<file path="src/rtl/pico_axi_mem_bridge.sv">
// picorv32 native memory port to AXI4-lite master bridge with per-node address relocation.
// Optional bus watchdog (trap on stalled transfers) is built when PICO_BRIDGE_TIMEOUT_EN is defined.
module pico_axi_mem_bridge #(
    parameter int unsigned NODE_ID        = 0,
    parameter int unsigned ADDR_W         = 32,
    parameter int unsigned DATA_W         = 32,
    parameter int unsigned NODE_WINDOW    = 32'h0001_0000,
    parameter int unsigned TIMEOUT_CYCLES = 1024
) (
    input  logic                clk,
    input  logic                res,

    input  logic                mem_valid,
    input  logic                mem_instr,
    input  logic [ADDR_W-1:0]   mem_addr,
    input  logic [DATA_W-1:0]   mem_wdata,
    input  logic [DATA_W/8-1:0] mem_wstrb,
    output logic                mem_ready,
    output logic [DATA_W-1:0]   mem_rdata,

    output logic                m_axi_awvalid,
    input  logic                m_axi_awready,
    output logic [ADDR_W-1:0]   m_axi_awaddr,
    output logic [2:0]          m_axi_awprot,

    output logic                m_axi_wvalid,
    input  logic                m_axi_wready,
    output logic [DATA_W-1:0]   m_axi_wdata,
    output logic [DATA_W/8-1:0] m_axi_wstrb,

    input  logic                m_axi_bvalid,
    output logic                m_axi_bready,

    output logic                m_axi_arvalid,
    input  logic                m_axi_arready,
    output logic [ADDR_W-1:0]   m_axi_araddr,
    output logic [2:0]          m_axi_arprot,

    input  logic                m_axi_rvalid,
    output logic                m_axi_rready,
    input  logic [DATA_W-1:0]   m_axi_rdata,

    output logic                trap
);

    // Relocation offset wraps modulo 2^ADDR_W, never saturates.
    localparam logic [ADDR_W-1:0] NODE_OFFSET = ADDR_W'(64'(NODE_ID) * 64'(NODE_WINDOW));

    if (DATA_W != 32 && DATA_W != 64) begin : g_bad_data_w
        $error("pico_axi_mem_bridge: DATA_W must be 32 or 64");
    end
    if (TIMEOUT_CYCLES < 2) begin : g_bad_timeout
        $error("pico_axi_mem_bridge: TIMEOUT_CYCLES must be at least 2");
    end

    typedef enum logic [2:0] {
        IDLE,
        RD_ADDR,
        RD_DATA,
        WR_REQ,
        WR_RESP
`ifdef PICO_BRIDGE_TIMEOUT_EN
        , FAULT
`endif
    } state_t;

    state_t state;
    logic   aw_done;
    logic   w_done;

`ifdef PICO_BRIDGE_TIMEOUT_EN
    localparam int unsigned WD_W = $clog2(TIMEOUT_CYCLES + 1);

    logic [WD_W-1:0] wd_cnt;
    logic            wd_expire;
    logic            progress;

    // Any handshake this cycle wins over the watchdog firing on the same edge.
    always_comb begin
        progress = 1'b0;
        case (state)
            RD_ADDR: progress = m_axi_arready;
            RD_DATA: progress = m_axi_rvalid;
            WR_REQ:  progress = (m_axi_awvalid && m_axi_awready) || (m_axi_wvalid && m_axi_wready);
            WR_RESP: progress = m_axi_bvalid;
            default: progress = 1'b0;
        endcase
    end

    assign wd_expire = (wd_cnt >= WD_W'(TIMEOUT_CYCLES - 1));
`else
    assign trap = 1'b0;
`endif

    always_ff @(posedge clk) begin
        if (res) begin
            state         <= IDLE;
            aw_done       <= 1'b0;
            w_done        <= 1'b0;
            mem_ready     <= 1'b0;
            mem_rdata     <= '0;
            m_axi_awvalid <= 1'b0;
            m_axi_awaddr  <= '0;
            m_axi_awprot  <= '0;
            m_axi_wvalid  <= 1'b0;
            m_axi_wdata   <= '0;
            m_axi_wstrb   <= '0;
            m_axi_bready  <= 1'b0;
            m_axi_arvalid <= 1'b0;
            m_axi_araddr  <= '0;
            m_axi_arprot  <= '0;
            m_axi_rready  <= 1'b0;
`ifdef PICO_BRIDGE_TIMEOUT_EN
            wd_cnt        <= '0;
            trap          <= 1'b0;
`endif
        end else begin
            mem_ready <= 1'b0;
            case (state)
                IDLE: begin
                    // The mem_ready cycle is skipped so a held mem_valid cannot replay the request.
                    if (mem_valid && !mem_ready) begin
                        if (|mem_wstrb) begin
                            m_axi_awaddr  <= mem_addr + NODE_OFFSET;
                            m_axi_awprot  <= {mem_instr, 2'b00};
                            m_axi_wdata   <= mem_wdata;
                            m_axi_wstrb   <= mem_wstrb;
                            m_axi_awvalid <= 1'b1;
                            m_axi_wvalid  <= 1'b1;
                            aw_done       <= 1'b0;
                            w_done        <= 1'b0;
                            state         <= WR_REQ;
                        end else begin
                            m_axi_araddr  <= mem_addr + NODE_OFFSET;
                            m_axi_arprot  <= {mem_instr, 2'b00};
                            m_axi_arvalid <= 1'b1;
                            state         <= RD_ADDR;
                        end
                    end
                end
                RD_ADDR: begin
                    if (m_axi_arready) begin
                        m_axi_arvalid <= 1'b0;
                        m_axi_rready  <= 1'b1;
                        state         <= RD_DATA;
                    end
                end
                RD_DATA: begin
                    if (m_axi_rvalid) begin
                        m_axi_rready <= 1'b0;
                        mem_rdata    <= m_axi_rdata;
                        mem_ready    <= 1'b1;
                        state        <= IDLE;
                    end
                end
                WR_REQ: begin
                    if (m_axi_awvalid && m_axi_awready) begin
                        m_axi_awvalid <= 1'b0;
                        aw_done       <= 1'b1;
                    end
                    if (m_axi_wvalid && m_axi_wready) begin
                        m_axi_wvalid <= 1'b0;
                        w_done       <= 1'b1;
                    end
                    if ((aw_done || (m_axi_awvalid && m_axi_awready)) &&
                        (w_done  || (m_axi_wvalid  && m_axi_wready))) begin
                        m_axi_bready <= 1'b1;
                        state        <= WR_RESP;
                    end
                end
                WR_RESP: begin
                    if (m_axi_bvalid) begin
                        m_axi_bready <= 1'b0;
                        mem_ready    <= 1'b1;
                        state        <= IDLE;
                    end
                end
                default: begin
                end
            endcase
`ifdef PICO_BRIDGE_TIMEOUT_EN
            if (state == IDLE) begin
                wd_cnt <= '0;
            end else if (state != FAULT) begin
                wd_cnt <= wd_cnt + WD_W'(1);
                // Overrides the case above: abandon the transfer and park until reset.
                if (wd_expire && !progress) begin
                    m_axi_awvalid <= 1'b0;
                    m_axi_wvalid  <= 1'b0;
                    m_axi_bready  <= 1'b0;
                    m_axi_arvalid <= 1'b0;
                    m_axi_rready  <= 1'b0;
                    trap          <= 1'b1;
                    state         <= FAULT;
                end
            end
`endif
        end
    end

endmodule

</file>
<file path="config.mk">
export PLATFORM = sky130hd
export DESIGN_NAME = pico_axi_mem_bridge
export DESIGN_NICKNAME = d
export VERILOG_FILES = /design/src/rtl/pico_axi_mem_bridge.sv
export SDC_FILE = /design/constraint.sdc
export NUM_CORES = 1
export LEC_CHECK = 0
export BUFFER_PORTS_ARGS = -buffer_cell sky130_fd_sc_hd__buf_4
export CORE_MARGIN = 8
export CORE_UTILIZATION = 23
export DETAILED_ROUTE_END_ITERATION = 10
export PLACE_DENSITY = 0.47
export SLEW_MARGIN = 40
export SYNTH_ARGS = -nofsm -noshare
export SYNTH_HDL_FRONTEND = slang
export SYNTH_SLANG_ARGS = --single-unit
</file>
<file path="constraint.sdc">
create_clock -name clk -period 1.6 [get_ports clk]
set_input_delay 0.08 -clock clk [delete_from_list [all_inputs] [get_ports clk]]
set_output_delay 0.08 -clock clk [all_outputs]
set_load 0.05 [all_outputs]
</file>
==> Word level (Yosys, flattened, before mapping) <==
Index checks and enable logic that the tools add are counted.
{ "word_totals": {"reg_bits": 145, "in_bits": 109, "elab_cells": 85} }
{ "op_classes": {"bitwise_logic": 1, "n_mux": 32, "reduce_logical": 23, "n_eq_ne": 13} }
{ "ops": {"columns": ["op", "count"], "rows": [
  ["$ne A2 B2 Y1 const B", 9],
  ["$mux W1", 17],
  ["$pmux W1 S2", 8],
  ["$mux W3", 5],
  ["$pmux W3 S5", 1],
  ["$reduce_and A3 Y1", 4],
  ["$reduce_and A4 Y1", 3],
  ["$reduce_bool A2 Y1", 4],
  ["$eq A3 B2 Y1 const B", 2],
  ["$reduce_and A6 Y1", 1],
  ["$reduce_bool A5 Y1", 1],
  ["$logic_and A1 B1 Y1", 4],
  ["$reduce_or A4 Y1", 1],
  ["$eq A3 B1 Y1 const B", 1],
  ["$eq A3 B3 Y1 const B", 1],
  ["$logic_not A3 Y1", 1],
  ["$logic_or A1 B1 Y1", 2],
  ["$mux W2", 1],
  ["$reduce_and A2 Y1", 1],
  ["$logic_not A1 Y1", 1],
  ["$not A1 Y1", 1]
]} }

==> Logic depth before layout (Yosys ltp) <==
{ "logic_depth": {"ltp_word": 5, "mapped_depth": 6, "ltp_nobuf": 4} }

==> Worst setup path before layout <==
No wires, ideal clock.
{ "synth_path": {"path_kind": "register to register", "from": "register mem_ready", "to": "register m_axi_wdata[21]", "path_stages_with_launch": 7, "setup_slack_ns": -0.193, "period_less_slack_ns": 1.793, "path_buffers": 2, "required_time_ns": 1.529, "t_arrival_ns": 1.723, "cell_sequence": "dfxtp_1 or4b_1 nor3_2 buf_4 buf_4 nand2_1 a21oi_1"} }
{ "synth_between": {"elab_chain_cells": 3} }
{ "synth_lines": {"columns": ["element", "line_no", "text"], "rows": [
  ["start: declaration", "18", "output logic mem_ready,"],
  ["start signal: assignment", "100", "mem_ready <= 1'b0;"],
  ["start signal: assignment", "118", "mem_ready <= 1'b0;"],
  ["start signal: assignment", "152", "mem_ready <= 1'b1;"],
  ["$logic_not A1 Y1", "122", "if (mem_valid && !mem_ready) begin"],
  ["$logic_and A1 B1 Y1", "122", null],
  ["$reduce_and A3 Y1 (no line)", null, null],
  ["end signal: assignment", "126", "m_axi_wdata <= mem_wdata;"],
  ["end: declaration", "28", "output logic [DATA_W-1:0] m_axi_wdata,"]
]} }
No other way between the ends.
A chain may end at the register's enable or synchronous reset.

==> Final worst setup path <==
{ "layout_path": {"from": "register mem_ready", "to": "register m_axi_araddr[18]"} }
{ "layout_between": {"elab_chain_cells": 3} }
{ "layout_lines": {"columns": ["element", "line_no", "text"], "rows": [
  ["$logic_not A1 Y1", "122", null],
  ["$logic_and A1 B1 Y1", "122", null],
  ["$reduce_and A3 Y1 (no line)", null, null],
  ["end signal: assignment", "134", "m_axi_araddr <= mem_addr + NODE_OFFSET;"],
  ["end: declaration", "36", "output logic [ADDR_W-1:0] m_axi_araddr,"]
]} }
No other way between the ends.

==> metrics.md <==
| Metric | Value |
|---|---|
| Status | `finished, violations left` |
| Failing checks | `setup timing` |
| Fmax | `579 MHz` |
| First-pass GRT wire length | `31,300 µm` |
| Wire length per cell after detailed routing | `16.2 µm` |
| Total Wirelength | `21,100 µm` |
| Synth unique cells | `29` |
| Reg2reg end | `m_axi_araddr[18]` |
| Core area | `21,900 µm²` |
| Sw Share | `30.0%` |
| Synth Register Bits | `145` |
| Worst Path Arrival | `2.07 ns` |
| Gr busiest metal | `met2` |
| Worst reg2reg path depth | `6` |
| Area occupied by registers | `2910 µm²` |
| Sw Pwr | `3.12 mW` |
| Mean area per synthesized cell | `7.90 µm²` |
| Synth area leader | `dfxtp_1` |
| Final Skew | `0.00956 ns` |
| HP Class | `in -> reg` |
| Die Span Y | `165 µm` |
| DP Cell Count | `1,156` |
| Critical Path Fanout Max | `8` |
| Kind of launch point of the worst setup path | `flop` |
| Period utilisation layout | `108%` |
| R2r startpoint | `mem_ready` |
| Commonest cells in the netlist | `nand2_1 (264), dfxtp_1 (145), a21oi_1 (137)` |
| All-Layer GR Usage | `14.6%` |
| Crit path max-delay family | `simple AND/OR/NAND/NOR gates` |
| Kind of critical path | `reg -> reg` |
| CTS max path bufs | `2` |
| CP max stage delay | `0.56 ns` |
| Crit path required time | `1.94 ns` |
| Final Max Slew Viols | `0` |
| Worst path cell trace | `or4b_4 -> nor3_4 -> buf_6 -> clkbuf_16 -> nand2_1 -> a21oi_1` |
| Pint | `7.28 mW` |
| Clock power frac | `40.6%` |
| Most numerous cell in the Yosys netlist | `nand2_1` |
| CTS tree | `done` |
| Max Cap Violations | `0` |
| Syn. warnings | `0` |
| DIE WIDTH | `165 µm` |
| Min-Delay Endpoint | `m_axi_wdata[22]` |
| Row cnt | `54` |
| Antenna violations before repair | `0` |
| P&R area growth vs syn | `83.5%` |
| Initial Utilization | `23.4%` |
| ANT nets after route | `0` |
| # DRC | `0` |
| Maximum VDD drop | `627 µV` |
| DR vias/cell | `4.29` |
| Area occupied by multi-input gates | `2160 µm²` |
| Total CTS buffers | `17` |
| Gate power share | `21.9%` |
| Gpl congestion | `0.737` |
| Met2 Use GR | `24.0%` |
| Register area share after synthesis | `56.6%` |
| Worst path bufs/invs | `2` |
| Main synth FF type | `dfxtp_1` |
| Reg-to-reg slack, setup | `-0.13 ns` |
| Starting DRT DRC Count | `218` |
| Area contributors post-synth | `dfxtp_1 (57%), nand2_1 (19%), a21oi_1 (13%)` |
| Crit end category | `flop` |
| Final setup fails | `96` |
| FILL cells | `2,170` |
| Clock latency on the worst-skew pair | `0.42 ns` |
| Post-synthesis async set-or-reset flop share | `0%` |
| Hold wc startpoint | `res` |
| Worst Hold Depth | `2` |
| Total Die Area | `27,400 µm²` |
| Post-synth EDFFs | `0` |
| Grt total ovfl | `0` |
| DR pass1 iterations | `4` |
| Clock sink count | `145` |
| Port Buf Inserts | `248` |
| Layout cells sized above 1 | `34.5%` |
| Cell area power density | `1110 nW/µm²` |
| Post-detail-place hpwl | `13,800 µm` |
| Leakage | `4.01 nW` |
| H-tree depth | `4` |
| RSZ-0062 raised after global routing | `yes` |
| Seq pwr share | `37.6%` |
| Largest net degree at the start of global routing | `53` |
| Syn Std Cell Area | `5130 µm²` |
| Met3 usage | `5.43%` |
| Via count | `5,572` |
| Hold slack final | `0.126 ns` |
| Setup TNS | `-4.97 ns` |
| M1 GR Usage | `17.6%` |
| Syn Inst Count | `650` |
| Fin nets | `1,117` |
| CP max stage cell | `or4b_4` |
| Ports | `254` |
| Vias in the first global route | `5,707` |
| Total count of hold-check failures in the final report | `0` |
| Ant diodes | `0` |
| Final worst slack | `-0.126 ns` |
| Fin crit period | `1.73 ns` |
| Post-synth top area share | `56.6%` |
| Non-Filler Instances | `1,300` |
| Clk root buf | `clkbuf_16` |
| CTS clk-pin slew, worst paths | `0.06 ns` |
worst register-to-register path, delay by kind of cell, from the launching register on:
kind	cells	cell delay, ns
AND/OR/NAND/NOR	3	0.85
flip-flops	1	0.34
buffers and inverters	2	0.36
AO/OA/AOI/OAI	1	0.11
cell usage in the layout (no fill, tap or decap), types with 3 or more instances in the layout:
| cell type | synthesis | final |
|---|---|---|
| nand3_1 | 4 | 3 |
| nand2_2 | 0 | 4 |
| a21oi_1 | 137 | 113 |
| a22oi_1 | 4 | 4 |
| nand2_1 | 264 | 255 |
| conb_1 | 1 | 5 |
| clkbuf_16 | 0 | 22 |
| nand2_4 | 0 | 5 |
| o21ai_0 | 5 | 5 |
| bufinv_16 | 0 | 3 |
| clkinvlp_4 | 0 | 3 |
| dlygate4sd3_1 | 0 | 104 |
| nor3_1 | 4 | 3 |
| a21oi_2 | 0 | 24 |
| inv_1 | 5 | 5 |
| dfxtp_1 | 145 | 144 |
| buf_4 | 9 | 266 |
| nor2_1 | 10 | 10 |
| buf_12 | 0 | 9 |
area by class of cell:
cell class,count,area share (%)
Inverter,5,0.199
Clock inverter,11,1.62
Timing Repair Buffer,386,35.6
Tap cell,280,3.72
Clock buffer,20,4.97
Sequential cell,145,30.9
Multi-Input combinational cell,453,23.0
registers in the layout, indices dropped and copies added (netlist names):
signal,flops
m_axi_wstrb,4
m_axi_awvalid,1
m_axi_wdata,32
aw_done,1
m_axi_awaddr,32
m_axi_wvalid,1
m_axi_rready,1
m_axi_awprot,1
state,3
m_axi_arprot,1
mem_ready,1
m_axi_bready,1
w_done,1
m_axi_arvalid,1
m_axi_araddr,32
mem_rdata,32
per-layer routing:
metal,vias to the layer above,part of all wire [%]
met2,163,48
met3,16,7.6
met4,0,1.3
met5,-,0
met1,2575,43
li1,2818,-
repair_timing:
| item | CTS | global route |
|---|---|---|
| hold endpoints to repair | 137 | 0 |
| pin swaps | 0 | 11 |
| cloned | 1 | 4 |
| setup buffers | 4 | 2 |
| endpoints found under the setup margin | 106 | 108 |
| hold buffers | 104 | 0 |
| resized for setup | 4 | 41 |
power by group through the flow:
stage | logic [mW] | registers (mW) | clock network, mW
final | 2.28 | 3.91 | 4.22
after detailed placement | 1.97 | 3.99 | 0
after global routing | 2.42 | 3.93 | 4.52
after global placement | 1.97 | 3.98 | 0
after floorplan | 0.529 | 4.63 | 0
after CTS | 2.20 | 3.91 | 4.36
kinds of logic after synthesis:
logic type	count (synthesis)	synth area share (%)
flip-flops	145	56.6
buffers and inverters	56	5.02
AND/OR/NAND/NOR	295	22.7
AO/OA/AOI/OAI	152	15.5
multiplexers	1	0.195
other	1	0.0731
through the flow:
stage               instance area [µm²]  power (mW)  setup slack, ns  utilization [%]
finish                             9420        10.4           -0.126             43.0
global route                       9420        10.9           -0.197             43.0
CTS                                9180        10.5          -0.0940             42.0
detailed placement                 7450        5.96          -0.0779             34.0
global placement                   7450        5.95           -0.126             34.0
floorplan                          5180        5.16          -0.0348                -
how the worst max path moves through the flow:
stage | start | end | slack (ns) | cells after the start
floorplan | mem_ready | m_axi_wdata[21] | -0.03 | 6
global placement | state[2] | m_axi_wstrb[2] | -0.13 | 7
detailed placement | mem_ready | m_axi_awaddr[22] | -0.08 | 5
CTS | mem_ready | m_axi_wdata[24] | -0.09 | 5
global route | mem_ready | m_axi_awaddr[17] | -0.20 | 6
finish | mem_ready | m_axi_araddr[18] | -0.13 | 6
(Power assumes the default switching activity.)
